===== src/rtl/alu_seq.sv =====
// alu_seq: handshaked MIPS32 ALU.
// Single-cycle ops (AND/OR/ADD/SUB/SLT/NOR) retire one cycle after accept;
// MULU (shift-add) and DIVU (restoring) iterate one bit per cycle for WIDTH cycles.
//
// Handshake: a transfer happens on a rising edge when valid && ready are both
// high on that port. The producer holds valid and payload until that edge.
// The consumer may drop ready at any time. Outputs stay stable while
// out_valid=1 and out_ready=0.
module alu_seq #(
    parameter int WIDTH = 32,
    parameter int CNT_W = 6
) (
    input  logic             clk,
    input  logic             reset,
    input  logic             in_valid,
    output logic             in_ready,
    input  logic [WIDTH-1:0] a,
    input  logic [WIDTH-1:0] b,
    input  logic [3:0]       ALU_Ctrl,
    output logic             out_valid,
    input  logic             out_ready,
    output logic [WIDTH-1:0] result,
    output logic [WIDTH-1:0] hi,
    output logic             zero,
    output logic             ov,
    output logic             dz,
    output logic [1:0]       state_dbg
);

    localparam logic [1:0] IDLE = 2'd0;
    localparam logic [1:0] BUSY = 2'd1;
    localparam logic [1:0] DONE = 2'd2;

    localparam logic [3:0] OP_AND  = 4'b0000;
    localparam logic [3:0] OP_OR   = 4'b0001;
    localparam logic [3:0] OP_SUB  = 4'b0110;
    localparam logic [3:0] OP_SLT  = 4'b0111;
    localparam logic [3:0] OP_NOR  = 4'b1100;
    localparam logic [3:0] OP_MULU = 4'b1000;
    localparam logic [3:0] OP_DIVU = 4'b1010;

    logic [1:0]       state;
    logic [CNT_W-1:0] cnt;
    logic [WIDTH-1:0] w_hi;   // product high half / partial remainder
    logic [WIDTH-1:0] w_lo;   // multiplier -> product low half / dividend -> quotient
    logic [WIDTH-1:0] w_b;    // multiplicand / divisor
    logic             w_div;  // 1 while iterating a DIVU

    assign state_dbg = state;
    assign in_ready  = !reset && (state == IDLE || (state == DONE && out_ready));

    logic accept;
    assign accept = in_valid && in_ready;

    // Single-cycle datapath on the live inputs; its result is registered on accept.
    logic             is_sub;
    logic [WIDTH-1:0] b_eff;
    logic [WIDTH:0]   sum_full;
    logic             add_ov;
    logic             slt_lt;
    logic [WIDTH-1:0] sc_result;
    logic             sc_ov;
    always_comb begin
        is_sub    = (ALU_Ctrl == OP_SUB);
        b_eff     = is_sub ? ~b : b;
        sum_full  = {1'b0, a} + {1'b0, b_eff} + {{WIDTH{1'b0}}, is_sub};
        // carry into MSB is a^b^sum at that bit; xor with carry out
        add_ov    = (a[WIDTH-1] ^ b_eff[WIDTH-1] ^ sum_full[WIDTH-1]) ^ sum_full[WIDTH];
        slt_lt    = $signed(a) < $signed(b);
        sc_result = sum_full[WIDTH-1:0];
        sc_ov     = add_ov;
        case (ALU_Ctrl)
            OP_AND: begin sc_result = a & b;    sc_ov = 1'b0; end
            OP_OR:  begin sc_result = a | b;    sc_ov = 1'b0; end
            OP_NOR: begin sc_result = ~(a | b); sc_ov = 1'b0; end
            OP_SLT: begin sc_result = {{(WIDTH-1){1'b0}}, slt_lt}; sc_ov = 1'b0; end
            default: ; // ADD, SUB and all unlisted codes use the adder
        endcase
    end

    // One iteration step for the multiplier and the restoring divider.
    logic [WIDTH:0]   mul_sum;
    logic [WIDTH:0]   div_shift;
    logic [WIDTH-1:0] div_diff;
    logic             div_ge;
    logic [WIDTH-1:0] step_hi;
    logic [WIDTH-1:0] step_lo;
    always_comb begin
        mul_sum   = {1'b0, w_hi} + (w_lo[0] ? {1'b0, w_b} : {(WIDTH+1){1'b0}});
        div_shift = {w_hi, w_lo[WIDTH-1]};
        div_ge    = div_shift >= {1'b0, w_b};
        // when div_ge holds the true difference is below 2**WIDTH
        div_diff  = div_shift[WIDTH-1:0] - w_b;
        if (w_div) begin
            step_hi = div_ge ? div_diff : div_shift[WIDTH-1:0];
            step_lo = {w_lo[WIDTH-2:0], div_ge};
        end else begin
            step_hi = mul_sum[WIDTH:1];
            step_lo = {mul_sum[0], w_lo[WIDTH-1:1]};
        end
    end

    // FSM, iteration registers and registered outputs.
    always_ff @(posedge clk) begin
        if (reset) begin
            state     <= IDLE;
            cnt       <= '0;
            w_hi      <= '0;
            w_lo      <= '0;
            w_b       <= '0;
            w_div     <= 1'b0;
            result    <= '0;
            hi        <= '0;
            zero      <= 1'b0;
            ov        <= 1'b0;
            dz        <= 1'b0;
            out_valid <= 1'b0;
        end else if (accept) begin
            if (ALU_Ctrl == OP_DIVU && b == '0) begin
                state     <= DONE;
                out_valid <= 1'b1;
                result    <= '1;
                hi        <= a;
                zero      <= 1'b0;
                ov        <= 1'b0;
                dz        <= 1'b1;
            end else if (ALU_Ctrl == OP_MULU || ALU_Ctrl == OP_DIVU) begin
                state     <= BUSY;
                out_valid <= 1'b0;
                cnt       <= CNT_W'(WIDTH);
                w_hi      <= '0;
                w_lo      <= a;
                w_b       <= b;
                w_div     <= (ALU_Ctrl == OP_DIVU);
            end else begin
                state     <= DONE;
                out_valid <= 1'b1;
                result    <= sc_result;
                hi        <= '0;
                zero      <= (sc_result == '0);
                ov        <= sc_ov;
                dz        <= 1'b0;
            end
        end else begin
            case (state)
                BUSY: begin
                    w_hi <= step_hi;
                    w_lo <= step_lo;
                    cnt  <= cnt - CNT_W'(1);
                    if (cnt == CNT_W'(1)) begin
                        state     <= DONE;
                        out_valid <= 1'b1;
                        result    <= step_lo;
                        hi        <= step_hi;
                        zero      <= (step_lo == '0);
                        ov        <= 1'b0;
                        dz        <= 1'b0;
                    end
                end
                DONE: begin
                    if (out_ready) begin
                        state     <= IDLE;
                        out_valid <= 1'b0;
                    end
                end
                default: ;
            endcase
        end
    end

endmodule


===== config.mk =====
export PLATFORM = sky130hd
export DESIGN_NAME = alu_seq
export DESIGN_NICKNAME = d
export VERILOG_FILES = /design/src/rtl/alu_seq.sv
export SDC_FILE = /design/constraint.sdc
export NUM_CORES = 1
export LEC_CHECK = 0
export ABC_AREA = 1
export BUFFER_PORTS_ARGS = -buffer_cell sky130_fd_sc_hd__buf_2
export CORE_ASPECT_RATIO = 0.75
export CORE_MARGIN = 4
export CORE_UTILIZATION = 28
export CTS_BUF_LIST = sky130_fd_sc_hd__clkbuf_16
export DETAILED_ROUTE_END_ITERATION = 8
export PLACE_DENSITY = 0.5
export SLEW_MARGIN = 20
export SYNTH_ARGS = -nofsm -noshare
export SYNTH_HDL_FRONTEND = slang
export SYNTH_SLANG_ARGS = --single-unit

===== constraint.sdc =====
create_clock -name clk -period 3.4 [get_ports clk]
set_input_delay 0 -clock clk [delete_from_list [all_inputs] [get_ports clk]]
set_output_delay 0 -clock clk [all_outputs]
set_load 0.02 [all_outputs]

==> results of run 1 <==
-- sequential cells by signal (all words and copies together) (netlist names) --
signal     count
hi            32
result        32
w_b           32
w_hi          32
w_lo          32
cnt            6
dz             1
out_valid      1
ov             1
state_dbg      1
w_div          1
zero           1
-- power by group through the flow --
stage	Combinational [mW]	Sequential, mW	Clock (mW)
after CTS	2.60	2.19	1.96
after global routing	2.95	2.20	2.04
final	2.68	2.19	1.94
after global placement	2.56	2.24	0
after floorplan	1.68	2.26	0
after detailed placement	2.54	2.24	0
-- how the worst max path moves through the flow --
stage / endpoint / slack, ns / cells past startpoint
floorplan: w_hi[27] / 0.59 / 18
global placement: hi[26] / -0.03 / 16
detailed placement: w_hi[26] / 0.08 / 16
CTS: zero / 0.01 / 21
global route: zero / -0.02 / 25
finish: zero / 0.13 / 21
-- per-layer routing --
layer | global-route usage, % | up-vias | wire length [µm] | part of all wire [%]
li1 | - | 9476 | - | -
met1 | 33.1 | 8623 | 37300 | 52
met2 | 30.7 | 596 | 28900 | 41
met3 | 3.12 | 20 | 4790 | 6.7
met4 | 1.70 | 0 | 290 | 0.41
met5 | 0 | - | 0 | 0
-- worst min-delay path, stage by stage --
cell     delay (ns)
buf_2          0.13
inv_1          0.12
a21oi_1        0.15
-- logic make-up after synthesis --
family	synth area share (%)
buffers and inverters	11.2
AOI/OAI and AO/OA	24.0
muxes	0.131
DFF	20.1
and+or+nand+nor	26.8
xor gates and xnor gates	3.32
adders and majority gates	14.4
-- through the flow --
step / power [mW] / hold slack (ns)
floorplan: 3.94 / 0.152
global placement: 4.79 / 0.322
detailed placement: 4.78 / 0.317
CTS: 6.75 / 0.0000237
global route: 7.18 / 0.0287
finish: 6.81 / 0.0103
-- Yosys cell counts (16+ instances only) --
cell / number / area, µm²
nand2_1: 602 / 2260
inv_1: 365 / 1370
o21ai_0: 285 / 1430
a21oi_1: 271 / 1360
nor2_1: 224 / 841
ha_1: 193 / 2410
dfxtp_1: 172 / 3440
nand3_1: 148 / 741
clkbuf_1: 65 / 244
a31oi_1: 61 / 382
xor2_1: 49 / 429
nand4_1: 30 / 188
buf_2: 27 / 135
o211ai_1: 25 / 188
a221oi_1: 21 / 184
nor3_1: 21 / 105
a21o_1: 17 / 128
o21bai_1: 17 / 128
xnor2_1: 16 / 140
-- area by class of cell --
type / count / area, µm²
inverters: 372 / 1400
flip-flops and latches: 172 / 3450
multi-input cells: 2088 / 11900
well taps: 800 / 1000
fillers: 6796 / 40400
repair buffers: 256 / 1800
clock buffers: 17 / 425
clock inverters: 14 / 121
-- what timing repair did --
item | CTS | global route
setup endpoints to repair | 0 | 22
hold endpoints to repair | 49 | 0
gates resized for setup | 0 | 37
setup buffers | 0 | 8
hold buffers | 49 | 0
==> summary.txt, run 1 <==
Launch point of the worst hold path - b[3]
Detail-routed net length per standard cell - 19.2 µm
Top-Level Pins - 143
Fraction of final layout cells sized beyond drive strength 1 - 10.7%
Hold Vio Cnt, Final - 0
Capturing element type of the critical path - register
Register-to-register setup slack - 0.25 ns
Most common cell after layout, fill and taps aside - nand2_1
Worst flop-to-flop path startpoint - w_lo[0]
Non-filler instance count after layout - 3719
Internal power - 3.98 mW
GPL Wtd Cong - 0.953
Library cell contributing the largest single delay on the critical path - dlygate4sd3_1
Fmax achieved - 306 MHz
Die X-Extent - 294 µm
Antenna cell count - 0
Clock sink total - 172
Skew final - 0.0133 ns
Required time at the endpoint of the critical path - 3.77 ns
Commonest cells after routing, fill and taps aside - nand2_1, inv_1, o21ai_0, a21oi_1, nor2_1
Pwr dens - 339 nW/µm²
Net count of the mapped netlist - 3015
Total cell area at the placement stage - 18800 µm²
Max FO, Critical Path - 10
Worst Setup Slack, final - 0.127 ns
Worst flop-to-flop path endpoint - hi[26]
Area added between synthesis and finish - 17.3%
Row Count - 78
Routed vias - 18700
Clock tree from TritonCTS - done
Initial core utilization - 28.3%
Prevailing post-synth register cell - dfxtp_1
Maximum number of pins on one net before global-route repair - 68
Vias per inst - 5.03
Max VDD drop - 379 µV
Count of flip-flops with a built-in enable after synthesis - 0
Number of global-route vias before repair - 16900
Worst min path class - input pin to register
Critical Path, Cell by Cell - dlygate4sd3_1 > buf_2 > inv_2 > nor2_4 > nand2_8 > clkbuf_16 > xor2_1 > ha_1 > nand2_1 > nor2_1 > nand2_1 > or2_2 > nand3_1 > nand2_1 > nand3_1 > nand2_1 > nor2_1 > nand2_1 > nor2_1 > nand4_1 > a21oi_2
Crit path arrival time - 3.65 ns
Maximum number of buffers from clock root to sink - 2
DRT Wirelength - 71200 µm
Initial antenna violation count - 1
Slew margin rel. - 48.0%
Depth of the worst hold-timing path - 3
Die height - 222 µm
Post-layout min period - 3.27 ns
Yosys warning count - 0
Share of total power in sequential cells - 32.2%
Switching power share of the total - 41.6%
Post-Synthesis Cells - 2747
Design area - 20100 µm²
Critical path startpoint - ALU_Ctrl[1]
Total negative slack - 0 ns
Leakage dissipation - 9.85 nW
Final setup violation count - 0
Distinct cell type count after synthesis - 58
Total net switching power - 2.83 mW
Portion of the clock cycle consumed by the worst path in the final layout - 96.3%
Sequential element share of the synthesized area - 20.1%
Clock buffer count from CTS - 17
Total routing resource utilization after global routing - 20.9%
Clock transition at path regs - 0.07 ns
First drt pass iteration count - 5
First-pass GRT wire length - 106000 µm
Number of antenna-violating nets in the routed design - 0
Cell repeated most along the worst path - nand2_1
Result of the run - finished clean
Count of final max-slew check failures - 0
Slew at the pin with the worst max-slew slack - 0.781 ns
Reported max-cap violation count - 0
Number of design-rule violations left by the first detailed-router iteration - 1651
Final net count - 3175
Register-to-Register Path Depth - 16
Synthesized flop and latch total - 172
Delay-heaviest family, CP - simple AND/OR/NAND/NOR gates
Share of synthesized flip-flops with an asynchronous set or reset - 0%
CP bufs+invs - 4
Hold-critical path endpoint - w_b[3]
Clock latency on the worst-skew pair - 0.44 ns
Proportion of power drawn by combinational gates - 39.4%
Post-place setup slack - 0.0794 ns
I/O Buffers - 142
Core box area - 60500 µm²
Post-synthesis cell area - 17100 µm²
Crit Path Category - input pin to register
Clock root buffer master - clkbuf_16
Synthesized area per cell - 6.24 µm²
Nature of the critical path startpoint - input pin
Half-perimeter wire length after detailed placement - 57500 µm
Total global routing overflow - 0
H-tree depth reported by CTS - 4
Clk network pwr share - 28.4%
Post-route core utilization - 33.2%
Largest stage delay, worst path - 0.53 ns
Total DRC errors in the routed layout - 0
Die ar. - 65300 µm²
Placed insts - 3629
(Power assumes the default switching activity.)
==> run 2: changes to the inputs <==
MAX_ROUTING_LAYER = met4   (was default)
==> summary.txt, run 2 (synthesized netlist as in run 1, its figures left out) <==
Result of the run - finished clean (unchanged)
Max FO, Critical Path - 29 (was 10)
I/O Buffers - 142 (unchanged)
Area added between synthesis and finish - 17.0% (was 17.3%)
Pwr dens - 340 nW/µm² (was 339 nW/µm²)
DRT Wirelength - 71900 µm (was 71200 µm)
Final setup violation count - 0 (unchanged)
Required time at the endpoint of the critical path - 3.80 ns (was 3.77 ns)
GPL Wtd Cong - 0.979 (was 0.953)
Critical Path, Cell by Cell - dlygate4sd3_1 > buf_2 > inv_2 > nor2_1 > nand2_2 > buf_12 > xor2_1 > ha_1 > nand2_1 > nor2_1 > inv_1 > nor2_1 > and3_1 > nand2_1 > nand2_1 > nand2_1 > nand2_1 > nand2_1 > nand3_1 > nand2_1 > nor2_1 > nand4_1 > a21oi_2 (was dlygate4sd3_1 > buf_2 > inv_2 > nor2_4 > nand2_8 > clkbuf_16 > xor2_1 > ha_1 > nand2_1 > nor2_1 > nand2_1 > or2_2 > nand3_1 > nand2_1 > nand3_1 > nand2_1 > nor2_1 > nand2_1 > nor2_1 > nand4_1 > a21oi_2)
Half-perimeter wire length after detailed placement - 58200 µm (was 57500 µm)
Slew at the pin with the worst max-slew slack - 0.922 ns (was 0.781 ns)
Routed vias - 18700 (about the same)
Skew final - 0.0158 ns (was 0.0133 ns)
Worst flop-to-flop path startpoint - w_b[23] (was w_lo[0])
H-tree depth reported by CTS - 4 (unchanged)
Clock transition at path regs - 0.07 ns (about the same)
Die height - 222 µm (unchanged)
Top-Level Pins - 143 (unchanged)
Fmax achieved - 302 MHz (was 306 MHz)
Largest stage delay, worst path - 0.52 ns (was 0.53 ns)
CP bufs+invs - 5 (was 4)
Total DRC errors in the routed layout - 0 (unchanged)
Clk network pwr share - 28.6% (was 28.4%)
Crit path arrival time - 3.70 ns (was 3.65 ns)
Leakage dissipation - 9.83 nW (was 9.85 nW)
Switching power share of the total - 41.7% (was 41.6%)
Worst flop-to-flop path endpoint - w_hi[2] (was hi[26])
Hold Vio Cnt, Final - 0 (unchanged)
Maximum number of pins on one net before global-route repair - 69 (was 68)
Antenna cell count - 0 (unchanged)
Number of antenna-violating nets in the routed design - 0 (unchanged)
Total net switching power - 2.85 mW (was 2.83 mW)
Vias per inst - 5.03 (about the same)
Depth of the critical timing path with buffers and inverters included - 23 (was 21)
Unrepaired setup endpoints after global routing - yes
Smallest hold slack - 0.0135 ns (was 0.0103 ns)
Max VDD drop - 426 µV (was 379 µV)
Post-CTS setup buffers - 0 (unchanged)
Capturing element type of the critical path - register (unchanged)
Number of design-rule violations left by the first detailed-router iteration - 1987 (was 1651)
First drt pass iteration count - 5 (unchanged)
Portion of the clock cycle consumed by the worst path in the final layout - 97.3% (was 96.3%)
Reported max-cap violation count - 0 (unchanged)
Cell repeated most along the worst path - nand2_1 (unchanged)
Critical path startpoint - ALU_Ctrl[1] (unchanged)
Nature of the critical path startpoint - input pin (unchanged)
Row Count - 78 (unchanged)
Die ar. - 65300 µm² (unchanged)
Detail-routed net length per standard cell - 19.3 µm (was 19.2 µm)
Core box area - 60500 µm² (unchanged)
Commonest cells after routing, fill and taps aside - nand2_1, inv_1, o21ai_0, a21oi_1, nor2_1 (unchanged)
Clock sink total - 172 (unchanged)
Proportion of power drawn by combinational gates - 39.3% (was 39.4%)
Filler cell count - 6793 (was 6796)
Multi-input gate area - 11800 µm² (was 11900 µm²)
Total global routing overflow - 0 (unchanged)
Initial core utilization - 28.3% (unchanged)
Maximum number of buffers from clock root to sink - 2 (unchanged)
Worst min path class - input pin to register (unchanged)
Area occupied by registers - 3450 µm² (unchanged)
Register-to-Register Path Depth - 14 (was 16)
Design area - 20100 µm² (about the same)
Initial antenna violation count - 0 (was 1)
Clock tree from TritonCTS - done (unchanged)
Die X-Extent - 294 µm (unchanged)
Most common cell after layout, fill and taps aside - nand2_1 (unchanged)
Post-layout min period - 3.31 ns (was 3.27 ns)
Library cell contributing the largest single delay on the critical path - dlygate4sd3_1 (unchanged)
Total cell area at the placement stage - 18900 µm² (was 18800 µm²)
Delay-heaviest family, CP - simple AND/OR/NAND/NOR gates (unchanged)
Clock latency on the worst-skew pair - 0.46 ns (was 0.44 ns)
Final net count - 3180 (was 3175)
Slew margin rel. - 38.4% (was 48.0%)
Register-to-register setup slack - 0.12 ns (was 0.25 ns)
Internal power - 3.97 mW (was 3.98 mW)
Worst setup endpoint - zero (unchanged)
Clock buffer count from CTS - 17 (unchanged)
Count of final max-slew check failures - 0 (unchanged)
First-pass GRT wire length - 109000 µm (was 106000 µm)
Number of global-route vias before repair - 17400 (was 16900)
Total routing resource utilization after global routing - 22.1% (was 20.9%)
Crit Path Category - input pin to register (unchanged)
Fraction of final layout cells sized beyond drive strength 1 - 10.0% (was 10.7%)
Share of total power in sequential cells - 32.1% (was 32.2%)
Clock root buffer master - clkbuf_16 (unchanged)
-- run 2: layout make-up --
cell class,count,area share [%]
multi-input cells,2089,59.0
clock buffers,17,2.12
inverters,372,7.00
well taps,800,4.99
repair buffers,260,9.10
flip-flops and latches,172,17.2
clock inverters,15,0.624
-- run 2: worst reg2reg max path, stage by stage, from the launching register on --
cell and delay (ns):
dfxtp_1 0.39, inv_1 0.06, ha_1 0.35, nand2_1 0.17
o21ai_0 0.57, a21oi_1 0.12, o31a_1 0.15, nand2_2 0.17
nand2_2 0.10, nand2_4 0.19, nand2_1 0.32, o21ai_0 0.16
o21ai_1 0.14, nand3_1 0.17, a21oi_1 0.08
-- run 2: how the worst min path moves through the flow --
stage,from,depth (start not counted),slack [ns],to
6_report,a[27],3,0.01,hi[27]
5_1_grt,a[27],3,0.03,hi[27]
4_1_cts,a[27],3,0.008,hi[27]
3_5_place_dp,out_ready,4,0.31,out_valid
3_3_place_gp,out_ready,4,0.32,out_valid
2_1_floorplan,a[15],2,0.15,w_lo[15]
-- run 2: per-stage QoR --
step           cells  power [mW]  setup slack, ns  TNS [ns]  utilization (%)
2_1_floorplan   2747        3.94            0.588         0                -
3_3_place_gp    3637        4.81           0.0970         0             31.3
3_5_place_dp    3637        4.79            0.150         0             31.3
4_1_cts         3724        6.78           0.0938         0             33.1
5_1_grt         3725        7.22           -0.208    -0.241             33.2
6_report        3725        6.82           0.0931         0             33.2
-- run 2: power by group through the flow --
stage,Sequential [mW],Clock (mW),Combinational [mW]
floorplan,2.26,0,1.68
global placement,2.24,0,2.57
detailed placement,2.24,0,2.56
CTS,2.19,1.97,2.62
global route,2.20,2.06,2.96
finish,2.19,1.95,2.68
-- run 2: routing by layer --
| metal | share of wire [%] | vias to the layer above | GRT usage (%) |
|---|---|---|---|
| met5 | 0 | - | - |
| met4 | 1.0 | 0 | 3.03 |
| met3 | 7.3 | 43 | 3.59 |
| met2 | 40 | 598 | 30.9 |
| met1 | 52 | 8593 | 33.8 |
| li1 | - | 9488 | - |
-- run 2: timing repair --
item	4_1_cts	5_1_grt
gates resized for setup	0	14
hold endpoints to repair	55	0
setup endpoints to repair	0	23
hold buffers	55	0
